File: config.mk
export PLATFORM = sky130hd
export DESIGN_NAME = pixel_compositor
export DESIGN_NICKNAME = d
export VERILOG_FILES = /design/src/rtl/pixel_compositor_pkg.sv /design/src/rtl/compositor_delay_line.sv /design/src/rtl/pixel_compositor.sv
export SDC_FILE = /design/constraint.sdc
export NUM_CORES = 1
export LEC_CHECK = 0
export CORE_ASPECT_RATIO = 0.5
export CORE_MARGIN = 2
export CORE_UTILIZATION = 43
export CTS_CLUSTER_SIZE = 40
export DETAILED_ROUTE_END_ITERATION = 10
export PLACE_DENSITY_LB_ADDON = 0.25
export SLEW_MARGIN = 20
export SYNTH_ARGS = -nofsm -noshare
export SYNTH_HDL_FRONTEND = slang
export SYNTH_HIERARCHICAL = 1
export SYNTH_SLANG_ARGS = --single-unit
File: constraint.sdc
create_clock -name clock -period 1.85 [get_ports clock]
set_input_delay 0.2775 -clock clock [delete_from_list [all_inputs] [get_ports clock]]
set_output_delay 0.2775 -clock clock [all_outputs]
set_load 0.005 [all_outputs]
File: src/rtl/pixel_compositor_pkg.sv
// Shared widths, pixel type and layer-slice helper for the pixel compositor.
package pixel_compositor_pkg;

    localparam int DEF_COLOR_W    = 4;
    localparam int DEF_NUM_LAYERS = 2;
    localparam int DEF_COL_W      = 12;
    localparam int DEF_ROW_W      = 11;
    localparam int DEF_SCROLL_W   = 12;
    localparam int DEF_BG_SHIFT   = 2;
    localparam int DEF_BG_COL_W   = 8;
    localparam int DEF_BG_ROW_W   = 8;
    localparam int DEF_MEM_LAT    = 1;
    localparam int RGB_W          = 3 * DEF_COLOR_W;

    typedef struct packed {
        logic [DEF_COLOR_W-1:0] b;
        logic [DEF_COLOR_W-1:0] g;
        logic [DEF_COLOR_W-1:0] r;
    } rgb_t;

    // Low bit of layer idx inside the flattened layer_rgb bus.
    function automatic int layer_lo(input int idx, input int pix_w);
        return idx * pix_w;
    endfunction

endpackage

File: src/rtl/compositor_delay_line.sv
// Fixed-depth shift register used for every pipeline alignment delay.
module compositor_delay_line #(
    parameter int WIDTH = 1,
    parameter int DEPTH = 1
) (
    input  logic             clock,
    input  logic             reset,
    input  logic [WIDTH-1:0] i_data,
    output logic [WIDTH-1:0] o_data
);

    logic [DEPTH-1:0][WIDTH-1:0] r_stage;

    always_ff @(posedge clock or posedge reset) begin
        if (reset) begin
            r_stage <= '0;
        end else begin
            r_stage[0] <= i_data;
            for (int i = 1; i < DEPTH; i++) begin
                r_stage[i] <= r_stage[i-1];
            end
        end
    end

    assign o_data = r_stage[DEPTH-1];

endmodule

File: src/rtl/pixel_compositor.sv
// Scrolling tiled background plus priority overlay layers, MEM_LAT+2 cycle pipeline.
// Define COMPOSITOR_COLORKEY_EN to make layers carrying KEY_RGB transparent.
module pixel_compositor
    import pixel_compositor_pkg::*;
#(
    parameter int COLOR_W    = DEF_COLOR_W,
    parameter int NUM_LAYERS = DEF_NUM_LAYERS,
    parameter int COL_W      = DEF_COL_W,
    parameter int ROW_W      = DEF_ROW_W,
    parameter int SCROLL_W   = DEF_SCROLL_W,
    parameter int BG_SHIFT   = DEF_BG_SHIFT,
    parameter int BG_COL_W   = DEF_BG_COL_W,
    parameter int BG_ROW_W   = DEF_BG_ROW_W,
    parameter int MEM_LAT    = DEF_MEM_LAT,
    parameter logic [3*COLOR_W-1:0] KEY_RGB = {(3*COLOR_W){1'b1}}
) (
    input  logic                             clock,
    input  logic                             reset,
    input  logic [COL_W-1:0]                 i_display_col,
    input  logic [ROW_W-1:0]                 i_display_row,
    input  logic                             i_visible,
    input  logic                             i_hsync_in,
    input  logic                             i_vsync_in,
    input  logic                             i_scroll_en,
    input  logic [SCROLL_W-1:0]              i_scroll_step,
    input  logic [NUM_LAYERS-1:0]            i_layer_valid,
    input  logic [NUM_LAYERS*3*COLOR_W-1:0]  i_layer_rgb,
    output logic [BG_COL_W+BG_ROW_W-1:0]     o_bg_addr,
    input  logic [3*COLOR_W-1:0]             i_bg_q,
    output logic [COLOR_W-1:0]               o_vga_r,
    output logic [COLOR_W-1:0]               o_vga_g,
    output logic [COLOR_W-1:0]               o_vga_b,
    output logic                             o_hsync_out,
    output logic                             o_vsync_out
);

    localparam int PIX_W = 3 * COLOR_W;
    localparam int DW    = 3 + NUM_LAYERS + NUM_LAYERS * PIX_W;

    logic [SCROLL_W-1:0]            r_scroll;
    logic [BG_COL_W+BG_ROW_W-1:0]   r_bg_addr;
    logic [COLOR_W-1:0]             r_vga_r, r_vga_g, r_vga_b;
    logic                           r_hsync, r_vsync;

    logic                           w_frame_start;
    logic [COL_W-1:0]               w_bg_col;
    logic [DW-1:0]                  w_d_in, w_d_out;
    logic                           w_d_visible, w_d_hsync, w_d_vsync;
    logic [NUM_LAYERS-1:0]          w_d_valid, w_eff_valid;
    logic [NUM_LAYERS*PIX_W-1:0]    w_d_rgb;
    logic [PIX_W-1:0]               w_pix;
    logic                           w_unused;

    assign w_frame_start = (i_display_col == {COL_W{1'b0}}) && (i_display_row == {ROW_W{1'b0}});
    // Pixel in the frame-start cycle still uses the pre-advance offset.
    assign w_bg_col = i_display_col + COL_W'(r_scroll);
    assign w_unused = ^{w_bg_col};

    always_ff @(posedge clock or posedge reset) begin
        if (reset) begin
            r_scroll <= '0;
        end else if (w_frame_start && i_scroll_en) begin
            r_scroll <= r_scroll + i_scroll_step;
        end
    end

    always_ff @(posedge clock or posedge reset) begin
        if (reset) begin
            r_bg_addr <= '0;
        end else begin
            r_bg_addr <= {w_bg_col[BG_SHIFT+BG_COL_W-1:BG_SHIFT],
                          i_display_row[BG_SHIFT+BG_ROW_W-1:BG_SHIFT]};
        end
    end

    assign w_d_in = {i_visible, i_hsync_in, i_vsync_in, i_layer_valid, i_layer_rgb};

    compositor_delay_line #(
        .WIDTH (DW),
        .DEPTH (MEM_LAT + 1)
    ) u_align (
        .clock  (clock),
        .reset  (reset),
        .i_data (w_d_in),
        .o_data (w_d_out)
    );

    assign {w_d_visible, w_d_hsync, w_d_vsync, w_d_valid, w_d_rgb} = w_d_out;

    always_comb begin
        w_eff_valid = w_d_valid;
`ifdef COMPOSITOR_COLORKEY_EN
        for (int i = 0; i < NUM_LAYERS; i++) begin
            w_eff_valid[i] = w_d_valid[i] &&
                             (w_d_rgb[layer_lo(i, PIX_W) +: PIX_W] != KEY_RGB);
        end
`else
        w_eff_valid = w_d_valid;
`endif
    end

    // Walk from highest index down so the lowest-index valid layer wins last.
    always_comb begin
        w_pix = i_bg_q;
        for (int i = NUM_LAYERS - 1; i >= 0; i--) begin
            w_pix = w_eff_valid[i] ? w_d_rgb[layer_lo(i, PIX_W) +: PIX_W] : w_pix;
        end
    end

    always_ff @(posedge clock or posedge reset) begin
        if (reset) begin
            r_vga_r <= '0;
            r_vga_g <= '0;
            r_vga_b <= '0;
            r_hsync <= 1'b0;
            r_vsync <= 1'b0;
        end else begin
            r_vga_r <= w_d_visible ? w_pix[COLOR_W-1:0]           : {COLOR_W{1'b0}};
            r_vga_g <= w_d_visible ? w_pix[2*COLOR_W-1:COLOR_W]   : {COLOR_W{1'b0}};
            r_vga_b <= w_d_visible ? w_pix[3*COLOR_W-1:2*COLOR_W] : {COLOR_W{1'b0}};
            r_hsync <= w_d_hsync;
            r_vsync <= w_d_vsync;
        end
    end

    assign o_bg_addr   = r_bg_addr;
    assign o_vga_r     = r_vga_r;
    assign o_vga_g     = r_vga_g;
    assign o_vga_b     = r_vga_b;
    assign o_hsync_out = r_hsync;
    assign o_vsync_out = r_vsync;

endmodule

==> results of run 1 <==
==> stage by stage <==
stage	TNS (ps)	cell area [um^2]	power [mW]	hold slack (ps)
floorplan	0	3970	2.52	309
global placement	-4230	5290	2.80	332
detailed placement	-4980	5290	2.82	335
CTS	-371	5680	4.82	167
global route	-792	5770	4.96	189
finish	-360	5770	4.75	174
==> worst max-delay path: stages, from the launching register on <==
cell	delay, ps
dfrtp_1	420
ha_4	230
a21o_4	210
a2111oi_4	500
o21ai_2	110
xor2_1	150
mux2_4	250
==> cell families after synthesis <==
kind of cell / synth area share
flops: 0.624
simple gates: 0.0818
compound gates: 0.0838
buf+inv: 0.0682
mux: 0.0538
fa+ha+maj: 0.0592
xor+xnor: 0.0290
==> routing by layer <==
metal,up-vias,global-route usage,routed length (um)
li1,1245,-,-
met5,-,0,0
met4,0,0.0831,180
met1,1249,0.192,3220
met2,60,0.308,4270
met3,15,0.0541,376
==> cells in the final DEF, fill, tap and decap left out, types with 7 or more instances in the layout <==
master,instances
nand2_1,16
inv_1,7
xnor2_1,9
mux2i_1,14
nor3_1,7
clkbuf_16,9
o21ai_0,16
ha_1,12
and2_1,14
clkdlybuf4s50_1,104
dfrtp_1,98
buf_4,45
==> power groups by stage <==
stage	clock [mW]	sequential, mW	combinational [mW]
after detailed placement	0	2.33	0.496
after global placement	0	2.32	0.482
after global routing	2.11	2.29	0.555
final	1.96	2.28	0.508
after CTS	2.03	2.29	0.506
after floorplan	0	2.32	0.202
==> synthesized netlist by cell type (2+ instances only) <==
master    instances  share of area
a211oi_1          2         0.0038
a21o_1            2         0.0038
a21oi_1           7         0.0089
and2_1           14          0.022
buf_4            29          0.055
clkbuf_1          2         0.0019
dfrtp_1          98           0.62
ha_1             17          0.054
inv_1             9         0.0086
mux2_2            5          0.014
mux2i_1          14          0.036
nand2_1          16          0.015
nor2_1            3         0.0029
nor2b_1           2         0.0032
nor3_1            7         0.0089
nor4_1            6         0.0096
o211ai_1          2         0.0038
o21a_1            4         0.0076
o21ai_0          16          0.020
xnor2_1           9          0.020
xor2_1            4         0.0089
==> worst paths after layout <==
| check | slack [ps] | endpoint | start | cells past startpoint |
|---|---|---|---|---|
| max in group asynchronous | 1180 | u_align/r_stage[7] | reset | 3 |
| max reg2reg | -130 | r_scroll[7] | r_scroll[1] | 6 |
| max | -130 | r_scroll[7] | r_scroll[1] | 6 |
| min in group clock | 350 | u_align/o_data[13] | u_align/r_stage[13] | 0 |
| min | 170 | u_align/o_data[19] | reset | 2 |
| min reg2reg | 350 | u_align/o_data[13] | u_align/r_stage[13] | 0 |
==> flip-flops by register name, indices dropped and copies added, names as in the netlist <==
name / cells
o_vga_b: 4
o_vga_g: 4
r_scroll: 10
o_vga_r: 4
o_vsync_out: 1
o_bg_addr: 16
u_align/r_stage: 29
u_align/o_data: 29
o_hsync_out: 1
==> repair_timing <==
item / in CTS / in global routing
setup endpoints to repair: 7 / 13
cloned: 0 / 0
resized for setup: 15 / 10
buffers inserted: 2 / 2
pin swaps: 10 / 13
hold buffers: 0 / 0
==> area by class of cell <==
class,count,area [um^2]
fill,651,3030
sequential,98,2450
timing repair buffer,155,1460
multi-input combinational,154,1360
clock buffer,11,233
tap,117,146
clock inverter,5,87.6
inverter,9,33.8
==> key figures, run 1 <==
Outcome
  – Run status: finished, violations left
  – Failing checks: negative setup slack

Flow run
  – Max Cap Viol: 0

CTS
  – Worst-path clk slew: 60 ps
  – Insertion delay to the later sink of the worst-skew pair: 340 ps
  – Clk buf depth: 2
  – Clock sink count: 98
  – CTS Buf Count: 9
  – CTS tree: built
  – Clk root buf: clkbuf_16
  – CTS H-Tree Depth: 3

Worst setup path
  – Critical Path RT: 2070 ps
  – CP arrival: about 2200 ps
  – Startpoint type of the worst setup path: flop
  – Crit-path max FO: 3
  – CP Class: flop to flop
  – CP endpoint kind: flop

Timing
  – Final hold vios: 0
  – Final min period: 1980 ps
  – Tcrit/Tclk final: 1.07
  – Clk_skew: 5.12 ps
  – RSZ-0062 raised after global routing: yes
  – Slew Limit Fails: 0
  – Slew @ Worst Pin: 665 ps
  – Slew headroom: 0.557
  – Setup Viol. Count Final: 4
  – Max frequency: 0.504 GHz
  – Fin worst setup slack: -134 ps

Floorplanning
  – Die height: 71.6 um
  – Die width: 139 um
  – Full die area: 9960 um^2
  – I/O pins: 109
  – Cell Rows: 24
  – Core area: 8800 um^2
  – Starting Density: 0.447

GRT
  – Vias in the first global route: 2,684
  – Largest net degree at the start of global routing: 53
  – Initial antenna violation count: 0
  – Global route total overflow: 0
  – First-pass GRT wire length: 13,000 um
  – Total GRT Usage: 0.172

Detailed routing
  – Post-route ant nets: 0
  – Via count: between 2,000 and 3,000
  – WL/cell: roughly 15 um
  – Drt total wl: about 8000 um
  – Drt pass-1 iters: 4
  – Drc violations: 0
  – Vias per cell: 4.68
  – Initial detailed-routing violation count: 92

Logic synthesis
  – Yosys cell types: 47
  – Netlist Area Pre-Place: 3930 um^2
  – EDFF count, synth: 0
  – Register area share after synthesis: 0.624
  – Synth Register Bits: 98
  – Synth warn: 6
  – Main synth FF type: dfrtp_1
  – Post-synthesis async set-or-reset flop share: 1.00
  – Cells after synthesis: 294
  – Syn_nets: 391
  – Mean post-synth cell area: 13.4 um^2

Worst hold path
  – Min-delay worst type: primary input to async pin

Placement
  – GPL Wtd Cong: roughly 0.79
  – Setup slack at placement: -498 ps
  – Placed cell count: approximately 530
  – HPWL Detailed: 5910 um
  – Port bufs: 106

Finish
  – Post-route insts no fill: 549
  – Fin util: 0.656
  – Nets: 524
  – ANT cells: 0
  – Share of cells above drive strength 1: 0.220
  – Area Overhead vs Synth: 46.9%

Pwr
  – Sequential power share: 0.481
  – Static leakage: around 2.6 nW
  – VDD IR max: 0.490 mV
  – Clock Power Share: 0.412
  – Sw frac: 0.207
  – Int Power: 3.77 mW
  – Sw Pwr: 986 uW
  – P per Cell Area: between 800 and 900 nW/um^2
  – Combinational power share: 0.107
Power figures use the tool's default switching activity.
==> run 2, diff against run 1 <==
- CORE_MARGIN: 2 -> unset
- RECOVER_POWER: unset -> 50
==> run 2 against run 1 <==
  * The flow still finishes with violations (negative setup slack)
  * Global-route usage rose by 0.86 points
  * Hold slack better by 170 ps
  * Sequential share of layout area increased by 1.2 points
  * Cell count is 0.55% lower
  * Largest cell class unchanged
  * Total power shrank 5.4%
  * Via count shrank 0.23%
  * Critical endpoint unchanged
  * Flip-flop and latch count is the same
  * First-iteration DRC count decreased by 9.8%
  * Setup slack improved by 17 ps
==> key figures, run 2 (synthesis results as in run 1) <==
Floorplanning
  – I/O pins: around 110
  – Die height: 69.6 um
  – Core area: 8800 um^2
  – Cell Rows: 24
  – Starting Density: 0.447
  – Die width: 137 um
  – Full die area: 9550 um^2

Detailed routing
  – WL/cell: 14.4 um
  – Drt total wl: 7870 um
  – Via count: 2,563
  – Vias per cell: 4.69
  – Initial detailed-routing violation count: 83
  – Drt pass-1 iters: 6
  – Post-route ant nets: 0
  – Drc violations: 0

Worst setup path
  – CP endpoint kind: flop
  – Worst path max stage delay: 420 ps
  – R2r endpoint: r_scroll[7]
  – Reg2reg path depth: 6
  – Critical Path RT: 2070 ps
  – Crit-path max FO: 3
  – Startpoint type of the worst setup path: flop
  – Launching point of the worst reg2reg path: r_scroll[1]
  – Cells along the critical path: ha_1 > a21o_2 > a2111oi_4 > o21ai_1 > xor2_1 > mux2_4
  – CP Class: flop to flop
  – CP arrival: 2190 ps
  – Slowest stage cell, crit path: dfrtp_1
  – R2r setup slk: -120 ps

Finish
  – Share of cells above drive strength 1: 0.210
  – Commonest non-fill, non-tap cell in the layout: dfrtp_1
  – Fin area: 5620 um^2
  – Nets: about 520
  – ANT cells: 0
  – Most frequent cells in the layout: dfrtp_1, clkdlybuf4s50_1, buf_4, dlygate4sd3_1
  – Fin util: 0.638
  – Post-route insts no fill: around 550
  – Area Overhead vs Synth: 42.9%

Pwr
  – Sw frac: 0.221
  – VDD IR max: 0.506 mV
  – Int Power: 3.50 mW
  – Sw Pwr: 996 uW
  – P per Cell Area: ~800 nW/um^2
  – Combinational power share: 0.107
  – Sequential power share: 0.508
  – Total chip power: about 4.5 mW
  – Clock Power Share: 0.385
  – Static leakage: 2.54 nW

CTS
  – Clock sink count: 98
  – CTS H-Tree Depth: 3
  – Clk root buf: clkbuf_16
  – CTS tree: built
  – CTS Hold Buffers Added: 0
  – CTS Buf Count: 9
  – Clk buf depth: 2
  – Insertion delay to the later sink of the worst-skew pair: ~340 ps
  – Worst-path clk slew: 60 ps

Timing
  – Fin Hold WS: approximately 350 ps
  – RSZ-0062 raised after global routing: yes
  – Max frequency: between 0.5 and 0.6 GHz
  – Final hold vios: 0
  – Clk_skew: 7.16 ps
  – Setup Viol. Count Final: 5
  – Fin worst setup slack: -117 ps
  – Slew @ Worst Pin: 1030 ps
  – TNS Setup: -383 ps
  – Slew headroom: 0.311
  – Slew Limit Fails: 0
  – Final min period: 1970 ps
  – Tcrit/Tclk final: 1.06

GRT
  – Vias in the first global route: 2,717
  – Total GRT Usage: 0.181
  – First-pass GRT wire length: approximately 13,000 um
  – Global route total overflow: 0
  – Initial antenna violation count: 0
  – Largest net degree at the start of global routing: 41

Worst hold path
  – Min-delay worst type: flop to flop
  – Hold Path End: u_align/o_data[3]
  – Worst hold path startpoint: u_align/r_stage[3]
  – Worst hold path depth: 0

Placement
  – Setup slack at placement: -467 ps
  – Placed cell count: around 530
  – Dpl cell area: 5290 um^2
  – HPWL Detailed: 5790 um
  – GPL Wtd Cong: between 0.8 and 0.9
  – Port bufs: approximately 110

Outcome
  – Failing checks: negative setup slack
  – Run status: finished, violations left

Flow run
  – Max Cap Viol: 0
## run 2: worst max-delay path by stage
stage | startpoint | endpoint | slack, ps
final | r_scroll[1] | r_scroll[7] | -120
after global routing | r_scroll[1] | r_scroll[7] | -170
after CTS | r_scroll[1] | r_scroll[7] | -90
after detailed placement | i_scroll_step[0] | r_scroll[6] | -470
after global placement | i_scroll_step[3] | r_scroll[7] | -410
after floorplan | r_scroll[0] | r_scroll[6] | 5
## run 2: critical path: cells and delay by family, from the launching register on
family,cells,cell delay [ps]
AO/OA/AOI/OAI,3,740
multiplexers,1,260
flip-flops,1,420
XOR/XNOR,1,150
adder cells (fa/ha/maj),1,290
## run 2: layout make-up
cell class,count,area [um^2]
fill,665,3180
clock buffer,11,243
sequential,98,2450
clock inverter,5,37.5
timing repair buffer,152,1400
tap,117,146
multi-input combinational,154,1300
inverter,9,33.8
## run 2: metal layers
layer / share of wire / vias to the layer above / track usage
li1: - / 1248 / -
met1: 0.40 / 1247 / 0.202
met2: 0.54 / 60 / 0.321
met3: 0.047 / 8 / 0.0570
met4: 0.014 / 0 / 0.0696
met5: 0 / - / 0
## run 2: power groups by stage
stage | Clock (mW) | Sequential [mW] | Combinational, mW
final | 1.73 | 2.29 | 0.481
after global routing | 1.86 | 2.30 | 0.527
after CTS | 1.78 | 2.29 | 0.506
after detailed placement | 0 | 2.33 | 0.500
after global placement | 0 | 2.32 | 0.488
after floorplan | 0 | 2.32 | 0.202
## run 2: repair_timing
action / 4_1_cts / 5_1_grt
setup buffers: 1 / 0
gates cloned: 0 / 0
resized for setup: 7 / 7
pin swaps: 2 / 6
setup endpoints to repair: 6 / 12
